[src/rtl/matrix.sv]
// Four-state transition-matrix stepper: advances (P, S, L, TI) by one step of a
// 4x4 matrix built from nine 5-bit coefficients (units of 1/32); TI is absorbing.
module matrix (
    input  logic        clk,
    input  logic        rst_n,
    input  logic        set,
    input  logic        start,
    input  logic [4:0]  e12_in,
    input  logic [4:0]  e13_in,
    input  logic [4:0]  e14_in,
    input  logic [4:0]  e21_in,
    input  logic [4:0]  e23_in,
    input  logic [4:0]  e24_in,
    input  logic [4:0]  e31_in,
    input  logic [4:0]  e32_in,
    input  logic [4:0]  e34_in,
    input  logic [31:0] xp,
    input  logic [31:0] xs,
    input  logic [31:0] xl,
    input  logic [31:0] xti,
    output logic [31:0] xpn,
    output logic [31:0] xsn,
    output logic [31:0] xln,
    output logic [31:0] xtin,
    output logic [7:0]  xn,
    output logic        done
);

    typedef enum logic [2:0] {
        IDLE = 3'd0,
        ROW1 = 3'd1,
        ROW2 = 3'd2,
        ROW3 = 3'd3,
        UPD  = 3'd4
    } state_t;

    state_t state_r;
    state_t next_s;

    logic [4:0]  c12_r, c13_r, c14_r;
    logic [4:0]  c21_r, c23_r, c24_r;
    logic [4:0]  c31_r, c32_r, c34_r;

    logic [31:0] wp_r, ws_r, wl_r, wti_r;

    logic [33:0] in_p_r, in_s_r, in_l_r, in_ti_r;
    logic [33:0] out_p_r, out_s_r, out_l_r;

    logic [31:0] src_s;
    logic [4:0]  ca_s, cb_s, cc_s;
    logic [31:0] fa_s, fb_s, fc_s;
    logic [33:0] out_row_s;

    logic        idle_s;
    logic        capture_s;

    // floor(x * e / 32) using the full 37-bit product
    function automatic logic [31:0] flow(input logic [31:0] x, input logic [4:0] e);
        logic [36:0] prod;
        prod = {5'd0, x} * {32'd0, e};
        return 32'(prod >> 5);
    endfunction

    // x + in - out evaluated signed, saturated into the unsigned 32-bit range
    function automatic logic [31:0] sat_next(input logic [31:0] x,
                                             input logic [33:0] in_v,
                                             input logic [33:0] out_v);
        logic signed [35:0] sum;
        logic [31:0]        res;
        sum = $signed({4'd0, x}) + $signed({2'd0, in_v}) - $signed({2'd0, out_v});
        if (sum < 36'sd0) begin
            res = 32'd0;
        end else if (sum > 36'sh0FFFFFFFF) begin
            res = 32'hFFFF_FFFF;
        end else begin
            res = 32'(sum);
        end
        return res;
    endfunction

    assign idle_s    = (state_r == IDLE);
    assign capture_s = idle_s && start;

    // State register
    always_ff @(posedge clk or negedge rst_n) begin
        if (!rst_n) begin
            state_r <= IDLE;
        end else begin
            state_r <= next_s;
        end
    end

    // Next-state logic: start only matters in IDLE, rows run back to back
    always_comb begin
        next_s = state_r;
        case (state_r)
            IDLE: begin
                if (start) begin
                    next_s = ROW1;
                end else begin
                    next_s = IDLE;
                end
            end
            ROW1:    next_s = ROW2;
            ROW2:    next_s = ROW3;
            ROW3:    next_s = UPD;
            UPD:     next_s = IDLE;
            default: next_s = IDLE;
        endcase
    end

    // Coefficient registers; set is honoured only while idle
    always_ff @(posedge clk or negedge rst_n) begin
        if (!rst_n) begin
            c12_r <= 5'd0; c13_r <= 5'd0; c14_r <= 5'd0;
            c21_r <= 5'd0; c23_r <= 5'd0; c24_r <= 5'd0;
            c31_r <= 5'd0; c32_r <= 5'd0; c34_r <= 5'd0;
        end else if (idle_s && set) begin
            c12_r <= e12_in; c13_r <= e13_in; c14_r <= e14_in;
            c21_r <= e21_in; c23_r <= e23_in; c24_r <= e24_in;
            c31_r <= e31_in; c32_r <= e32_in; c34_r <= e34_in;
        end
    end

    // Snapshot of the population taken at the start edge
    always_ff @(posedge clk or negedge rst_n) begin
        if (!rst_n) begin
            wp_r  <= 32'd0;
            ws_r  <= 32'd0;
            wl_r  <= 32'd0;
            wti_r <= 32'd0;
        end else if (capture_s) begin
            wp_r  <= xp;
            ws_r  <= xs;
            wl_r  <= xl;
            wti_r <= xti;
        end
    end

    // Row select: one source population and its three outgoing coefficients
    always_comb begin
        src_s = 32'd0;
        ca_s  = 5'd0;
        cb_s  = 5'd0;
        cc_s  = 5'd0;
        case (state_r)
            ROW1: begin
                src_s = wp_r; ca_s = c12_r; cb_s = c13_r; cc_s = c14_r;
            end
            ROW2: begin
                src_s = ws_r; ca_s = c21_r; cb_s = c23_r; cc_s = c24_r;
            end
            ROW3: begin
                src_s = wl_r; ca_s = c31_r; cb_s = c32_r; cc_s = c34_r;
            end
            default: begin
                src_s = 32'd0; ca_s = 5'd0; cb_s = 5'd0; cc_s = 5'd0;
            end
        endcase
    end

    assign fa_s      = flow(src_s, ca_s);
    assign fb_s      = flow(src_s, cb_s);
    assign fc_s      = flow(src_s, cc_s);
    assign out_row_s = {2'd0, fa_s} + {2'd0, fb_s} + {2'd0, fc_s};

    // Inflow/outflow accumulators; fa/fb/fc go to the non-source states in order
    always_ff @(posedge clk or negedge rst_n) begin
        if (!rst_n) begin
            in_p_r  <= 34'd0; in_s_r  <= 34'd0;
            in_l_r  <= 34'd0; in_ti_r <= 34'd0;
            out_p_r <= 34'd0; out_s_r <= 34'd0; out_l_r <= 34'd0;
        end else if (capture_s) begin
            in_p_r  <= 34'd0; in_s_r  <= 34'd0;
            in_l_r  <= 34'd0; in_ti_r <= 34'd0;
            out_p_r <= 34'd0; out_s_r <= 34'd0; out_l_r <= 34'd0;
        end else begin
            case (state_r)
                ROW1: begin
                    in_s_r  <= in_s_r  + {2'd0, fa_s};
                    in_l_r  <= in_l_r  + {2'd0, fb_s};
                    in_ti_r <= in_ti_r + {2'd0, fc_s};
                    out_p_r <= out_row_s;
                end
                ROW2: begin
                    in_p_r  <= in_p_r  + {2'd0, fa_s};
                    in_l_r  <= in_l_r  + {2'd0, fb_s};
                    in_ti_r <= in_ti_r + {2'd0, fc_s};
                    out_s_r <= out_row_s;
                end
                ROW3: begin
                    in_p_r  <= in_p_r  + {2'd0, fa_s};
                    in_s_r  <= in_s_r  + {2'd0, fb_s};
                    in_ti_r <= in_ti_r + {2'd0, fc_s};
                    out_l_r <= out_row_s;
                end
                default: begin
                    in_p_r  <= in_p_r;
                    in_s_r  <= in_s_r;
                    in_l_r  <= in_l_r;
                    in_ti_r <= in_ti_r;
                end
            endcase
        end
    end

    // Result registers and step counter, written only in UPD
    always_ff @(posedge clk or negedge rst_n) begin
        if (!rst_n) begin
            xpn  <= 32'd0;
            xsn  <= 32'd0;
            xln  <= 32'd0;
            xtin <= 32'd0;
            xn   <= 8'd0;
        end else if (state_r == UPD) begin
            xpn  <= sat_next(wp_r,  in_p_r,  out_p_r);
            xsn  <= sat_next(ws_r,  in_s_r,  out_s_r);
            xln  <= sat_next(wl_r,  in_l_r,  out_l_r);
            xtin <= sat_next(wti_r, in_ti_r, 34'd0);
            xn   <= xn + 8'd1;
        end
    end

    // One-cycle completion pulse aligned with the result update
    always_ff @(posedge clk or negedge rst_n) begin
        if (!rst_n) begin
            done <= 1'b0;
        end else begin
            done <= (state_r == UPD);
        end
    end

endmodule

[config.mk]
export PLATFORM = sky130hd
export DESIGN_NAME = matrix
export DESIGN_NICKNAME = d
export VERILOG_FILES = /design/src/rtl/matrix.sv
export SDC_FILE = /design/constraint.sdc
export NUM_CORES = 2
export LEC_CHECK = 0
export ABC_AREA = 1
export BUFFER_PORTS_ARGS = -buffer_cell sky130_fd_sc_hd__buf_2
export CAP_MARGIN = 20
export CORE_MARGIN = 1
export CORE_UTILIZATION = 40
export CTS_BUF_LIST = sky130_fd_sc_hd__clkbuf_4 sky130_fd_sc_hd__clkbuf_8
export CTS_CLUSTER_DIAMETER = 200
export CTS_CLUSTER_SIZE = 30
export DETAILED_ROUTE_END_ITERATION = 10
export SETUP_SLACK_MARGIN = 0.4
export SYNTH_ARGS = -nofsm -noshare
export SYNTH_HDL_FRONTEND = slang
export SYNTH_SLANG_ARGS = --single-unit
[constraint.sdc]
create_clock -name clk -period 9 [get_ports clk]
set_input_delay 1.35 -clock clk [delete_from_list [all_inputs] [get_ports clk]]
set_output_delay 1.35 -clock clk [all_outputs]
set_load 0.1 [all_outputs]
# Word level (Yosys, flattened, before mapping)
# Cells that the tools add are included.
# word_totals
reg_bits,551
inputBits,177
out_inout_bits,137
wordCells,98
# classes
add_sub_neg,15
n_mul,3
order_cmp,8
n_eq_ne,4
n_mux,28
n_reduce_logical,13
# op_table
op,n
2-to-1 mux 34 bit,13
2-to-1 mux 32 bit,8
adder 34 x 32 -> 34 bit,5
adder 32 x 34 -> 35 bit,4
multiplier 32 x 5 -> 37 bit,3
greater-than comparator 36 x 33 -> 1 bit (second input constant),3
less-than comparator 36 x 1 -> 1 bit (second input constant),3
subtractor 35 x 34 -> 36 bit,3
case mux 32 bit (3 select lines),1
case mux 34 bit (2 select lines),1
case mux 5 bit (3 select lines),3
greater-than comparator 35 x 32 -> 1 bit (second input constant),1
less-than comparator 35 x 1 -> 1 bit (second input constant),1
adder 33 x 32 -> 34 bit,1
adder 32 x 32 -> 33 bit,1
case mux 3 bit (4 select lines),1
nonzero test 2 bit,6
adder 8 x 1 -> 8 bit (second input constant),1
equality test 3 x 2 -> 1 bit (second input constant),2
OR reduction 2 bit,2
equality test 3 x 1 -> 1 bit (second input constant),1
equality test 3 bit (second input constant),1
zero test 3 bit,1
nonzero test 3 bit,1
3 further kinds,4

# Depth between registers and ports, before layout
# depth
ltp_word,7
depth_mapped,46
depth_no_buf,43

# Worst setup path before layout
# OpenSTA, ideal clock, no wires.
# synth_timing
path_kind,register -> register
startpoint,register state_r[2]
endpoint,register out_l_r[28]
setup_ps,119
t_arrival_ps,6840
required_time_ps,8881
setup_slack_ps,2041
stages_incl_launch_ff,37
path_buffers,3
period_less_slack_ps,6959
path_cell_list,dfrtp_1 inv_2 nand2_2 nor2_2 buf_4 inv_1 clkbuf_1 o221ai_1 clkbuf_1 nand2_1 inv_1 fa_1 fa_1 inv_1 fa_1 inv_1 ha_1 nand2_1 nor2_1 inv_1 nor2_1 nand4_1 o21ai_1 inv_1 o21ai_0 xor2_1 fa_1 ha_1 nand2_1 o21ai_0 o21bai_1 a21oi_1 nand2_1 a21o_1 or2_2 nand4_1 nand2_1
# synth_between
elab_chain_len,7
word_cells_on_any_way,17
classes_between,add/sub: 2; mul: 3; eq/ne: 3; mux: 6; reduce/logical: 3
# synth_rtl
element,line,rtl
from (decl),37,state_t state_r;
from (signal assigned),89,state_r <= next_s;
"equality test 3 x 2 -> 1 bit, or another cell as far along","146, 178",
case mux 32 bit (3 select lines) or case mux 5 bit (3 select lines) (tied branches),146,case (state_r)
multiplier 32 x 5 -> 37 bit,60,"prod = {5'd0, x} * {32'd0, e};"
adder 32 x 32 -> 33 bit,165,"assign out_row_s = {2'd0, fa_s} + {2'd0, fb_s} + {2'd0, fc_s};"
adder 33 x 32 -> 34 bit,165,
2-to-1 mux 34 bit,178,case (state_r)
2-to-1 mux 34 bit,173,end else if (capture_s) begin
to (signal assigned),195,out_l_r <= out_row_s;
to (decl),47,"logic [33:0] out_p_r, out_s_r, out_l_r;"
# Several ways; a longest one is shown, not always the timed one. The select of a mux whose other input is x is not followed.
# A chain may end at the register's enable or synchronous reset.

# Worst setup path in the final report
# layout_timing
startpoint,register state_r[2]
endpoint,register out_p_r[22]
# layout_between
elab_chain_len,7
word_cells_on_any_way,17
classes_between,add/sub: 2; mul: 3; eq/ne: 3; mux: 6; reduce/logical: 3
# layout_rtl
element,line,rtl
equality test 3 x 2 -> 1 bit or equality test 3 x 1 -> 1 bit (tied branches),"146, 178",
case mux 32 bit (3 select lines) or case mux 5 bit (3 select lines) (tied branches),146,
multiplier 32 x 5 -> 37 bit,60,
adder 32 x 32 -> 33 bit,165,
adder 33 x 32 -> 34 bit,165,
2-to-1 mux 34 bit,178,
2-to-1 mux 34 bit,173,
to (signal assigned),183,out_p_r <= out_row_s;
to (decl),47,
# Several ways; a longest one is shown, not always the timed one. The select of a mux whose other input is x is not followed.

==> results by group <==
STA
  – Final Max Tran Viols: 0
  – Hold_ws: 0.471 ns
  – Tcrit/Tclk final: 0.925
  – Unrepaired setup endpoints after global routing: no
  – Min cycle time layout: 8.33 ns
  – Worst Max-Slew Pin Slew: 1.04 ns
  – Final setup vio count: 0
  – Setup total negative slack: 0 ns
  – Max-slew headroom: 0.303
  – Final Hold Fails: 0
  – Max Freq: 120 MHz
  – Fin Clk Skew: 0.152 ns

Clocking
  – Clock Latency Late Sink: 0.90 ns
  – Clock sink count: 551
  – H-tree depth: 1
  – Root Buffer: clkbuf_8
  – Clock buffer depth: 3
  – Cts bufs inserted: 24
  – CTS tree: done
  – Clock Pin Slew Worst Setup and Hold Paths: 0.23 ns

Floorplan
  – Die W: 384 um
  – Die area: 147000 sq um
  – Site row count: 139
  – Die H: 384 um
  – Initial Util: 0.405
  – Core Area: 144000 sq um
  – # IOs: 314

Critical path
  – Crit path kind: flop to flop
  – Worst r2r dst: out_p_r[22]
  – FF-to-FF Start: state_r[2]
  – CP Capture Type: flop
  – CP max-delay cell: xor2_1
  – WP buf/inv: 12
  – Cell mode on critical path: nand2_1
  – Crit path capture: out_p_r[22]
  – R2r setup slk: 0.67 ns
  – WP data arrival: 9.06 ns
  – Worst path required time: 9.73 ns
  – CP startpoint: state_r[2]
  – Delay of the slowest critical-path stage: 0.78 ns
  – Top delay family on crit path: adder cells
  – Critical Path Start Type: flop
  – Critical Path Fanout Max: 32
  – Crit path depth: 36
  – Reg2Reg Depth: 36

Yosys
  – Synth Register Bits: 551
  – Post-Syn Area: 58400 sq um
  – Mapped Avg Cell Area: 7.02 sq um
  – Syn Nets: 9321
  – Yosys warns: 0
  – Cells after Synth: 8308
  – Post-synthesis sequential area ratio: 0.236
  – Post-synth EDFFs: 0
  – Primary FF master, synth: dfrtp_1
  – Post-synthesis async set-or-reset flop share: 1.00
  – Synth cell types: 55

GRT
  – Largest net degree at the start of global routing: 142
  – Global-route wire length before repair: 350000 um
  – Initial antenna violation count: 15
  – GRT overflow: 0
  – Vias in the first global route: 55200
  – Total track usage: 0.316

Finish
  – Layout cell share with drive strength beyond 1: 0.107
  – Final Cell Area: 66200 sq um
  – Synthesis-to-finish area growth: 13.4%
  – Final net count: 9902

Detailed routing
  – DR pass1 iterations: 11
  – DR vias/cell: 5.31
  – Final WL: 237000 um
  – Drc violations: 2
  – Mean routed wirelength per cell: 22.0 um
  – ANT nets after route: 0
  – First-iteration detailed-routing DRC count: 5500
  – Vias: 57300

Placed design
  – Area after DPL: 65400 sq um
  – GPL Wtd Cong: 1.06
  – Post-DP HPWL: 199000 um
  – Port Buffers: 313

Run status
  – Violated checks: design-rule violations
  – Outcome: complete, but fails checks

Flow run
  – Number of max-cap violations: 0

Worst hold path
  – Hold Path Class: input pin to asynchronous set/reset pin
per-stage QoR:
| stage | setup WS (ns) | util | std cells |
|---|---|---|---|
| 2_1_floorplan | 2.04 | - | 8308 |
| 3_3_place_gp | 0.417 | 0.453 | 10800 |
| 3_5_place_dp | 0.321 | 0.454 | 10800 |
| 4_1_cts | 0.402 | 0.457 | 10800 |
| 5_1_grt | 0.417 | 0.459 | 10800 |
| 6_report | 0.671 | 0.459 | 10800 |
worst min path at each step:
| stage | endpoint | cells past startpoint | start | slack [ns] |
|---|---|---|---|---|
| 2_1_floorplan | wti_r[0] | 2 | wti_r[0] | 0.46 |
| 3_3_place_gp | xln[15] | 2 | xln[15] | 0.46 |
| 3_5_place_dp | xln[12] | 2 | xln[12] | 0.46 |
| 4_1_cts | xsn[26] | 1 | rst_n | 0.45 |
| 5_1_grt | xsn[26] | 1 | rst_n | 0.51 |
| 6_report | xsn[26] | 1 | rst_n | 0.47 |
what timing repair did:
action | 4_1_cts | 5_1_grt
setup buffers | 0 | 4
pin swaps | 1 | 2
resized for setup | 6 | 46
hold buffers | 0 | 0
endpoints found under the setup margin | 19 | 92
gates cloned | 1 | 0
Yosys cell counts (all sizes together), types with 7 or more instances:
cell type / number / share of area
nand3: 203 / 0.018
nor4: 19 / 0.0020
inv: 1592 / 0.10
or2: 12 / 0.0013
mux2: 45 / 0.0087
nand3b: 13 / 0.0017
a211oi: 9 / 0.0012
buf: 40 / 0.0033
a21boi: 18 / 0.0023
nand2: 2305 / 0.15
o31ai: 16 / 0.0021
nand4: 62 / 0.0066
fa: 404 / 0.14
o22ai: 43 / 0.0046
and2: 19 / 0.0020
xnor2: 103 / 0.015
o21bai: 70 / 0.0090
ha: 432 / 0.093
clkbuf: 176 / 0.011
a21o: 62 / 0.0080
xor2: 113 / 0.017
a21oi: 576 / 0.049
nor3: 67 / 0.0057
dfrtp: 551 / 0.24
nor2: 556 / 0.036
o221ai: 33 / 0.0050
a31oi: 29 / 0.0031
o21ai: 661 / 0.057
o21a: 41 / 0.0053
o211ai: 7 / 0.00090
cells in the final DEF (no fill, tap or decap), types with 18 or more instances in the layout:
cell      Yosys  routed
a21o_1       62      62
a21oi_1     575     571
a31oi_1      29      29
buf_12        0      31
buf_2        14     312
buf_4         7     419
clkbuf_8      0      24
dfrtp_1     551     549
fa_1        404     404
ha_1        432     432
inv_1      1580    1579
mux2_2       45      45
nand2_1    2303    2300
nand3_1     199     193
nand4_1      62      62
nor2_1      548     544
nor3_1       67      67
nor4_1       19      18
o21a_1       41      41
o21ai_0     638     635
o21ai_1      17      18
o21bai_1     70      70
o22ai_1      43      43
xnor2_1     103     100
xor2_1      112     101
cells by family (layout without fill, tap and decap cells):
group / after synthesis / count (layout) / share of synthesized area
mux: 45 / 45 / 0.00868
xor+xnor: 216 / 216 / 0.0325
fa+ha+maj: 836 / 836 / 0.231
flops: 551 / 551 / 0.236
other cells: 0 / 3 / 0
compound gates: 1591 / 1591 / 0.152
simple gates: 3260 / 3261 / 0.222
buf+inv: 1809 / 2392 / 0.117
area by class of cell:
class	count	area, sq um
Tap cell	1903	2380
Antenna cell	3	7.51
Fill cell	15000	78000
Inverter	1593	5990
Clock buffer	24	330
Timing Repair Buffer	770	5440
Multi-Input combinational cell	5949	38100
Sequential cell	551	13800
Clock inverter	5	108
layer usage:
metal | global-route usage | up-vias | routed length [um]
met2 | 0.485 | 2091 | 102000
met4 | 0.116 | 18 | 10600
li1 | - | 27200 | -
met5 | 0 | - | 136
met3 | 0.0452 | 346 | 18400
met1 | 0.450 | 27700 | 106000
worst reg2reg max path: cells and delay by family, from the launching register on:
kind            cells  cell delay [ns]
simple gates       14             1.60
fa+ha+maj           6             2.62
flops               1             0.52
compound gates      3             0.89
buf+inv            12             1.78
xor+xnor            1             0.78
sequential cells by signal, indices dropped and copies added, names as in the netlist, 8 cells and up:
register	count
wti_r	32
in_s_r	34
ws_r	32
in_p_r	34
wp_r	32
out_p_r	34
xln	32
xpn	32
in_ti_r	34
xtin	32
wl_r	32
out_s_r	34
xsn	32
out_l_r	34
in_l_r	34
xn	8
Power is not shown: default switching activity piles up to over one toggle a cycle in this logic, so the estimate is an artifact.
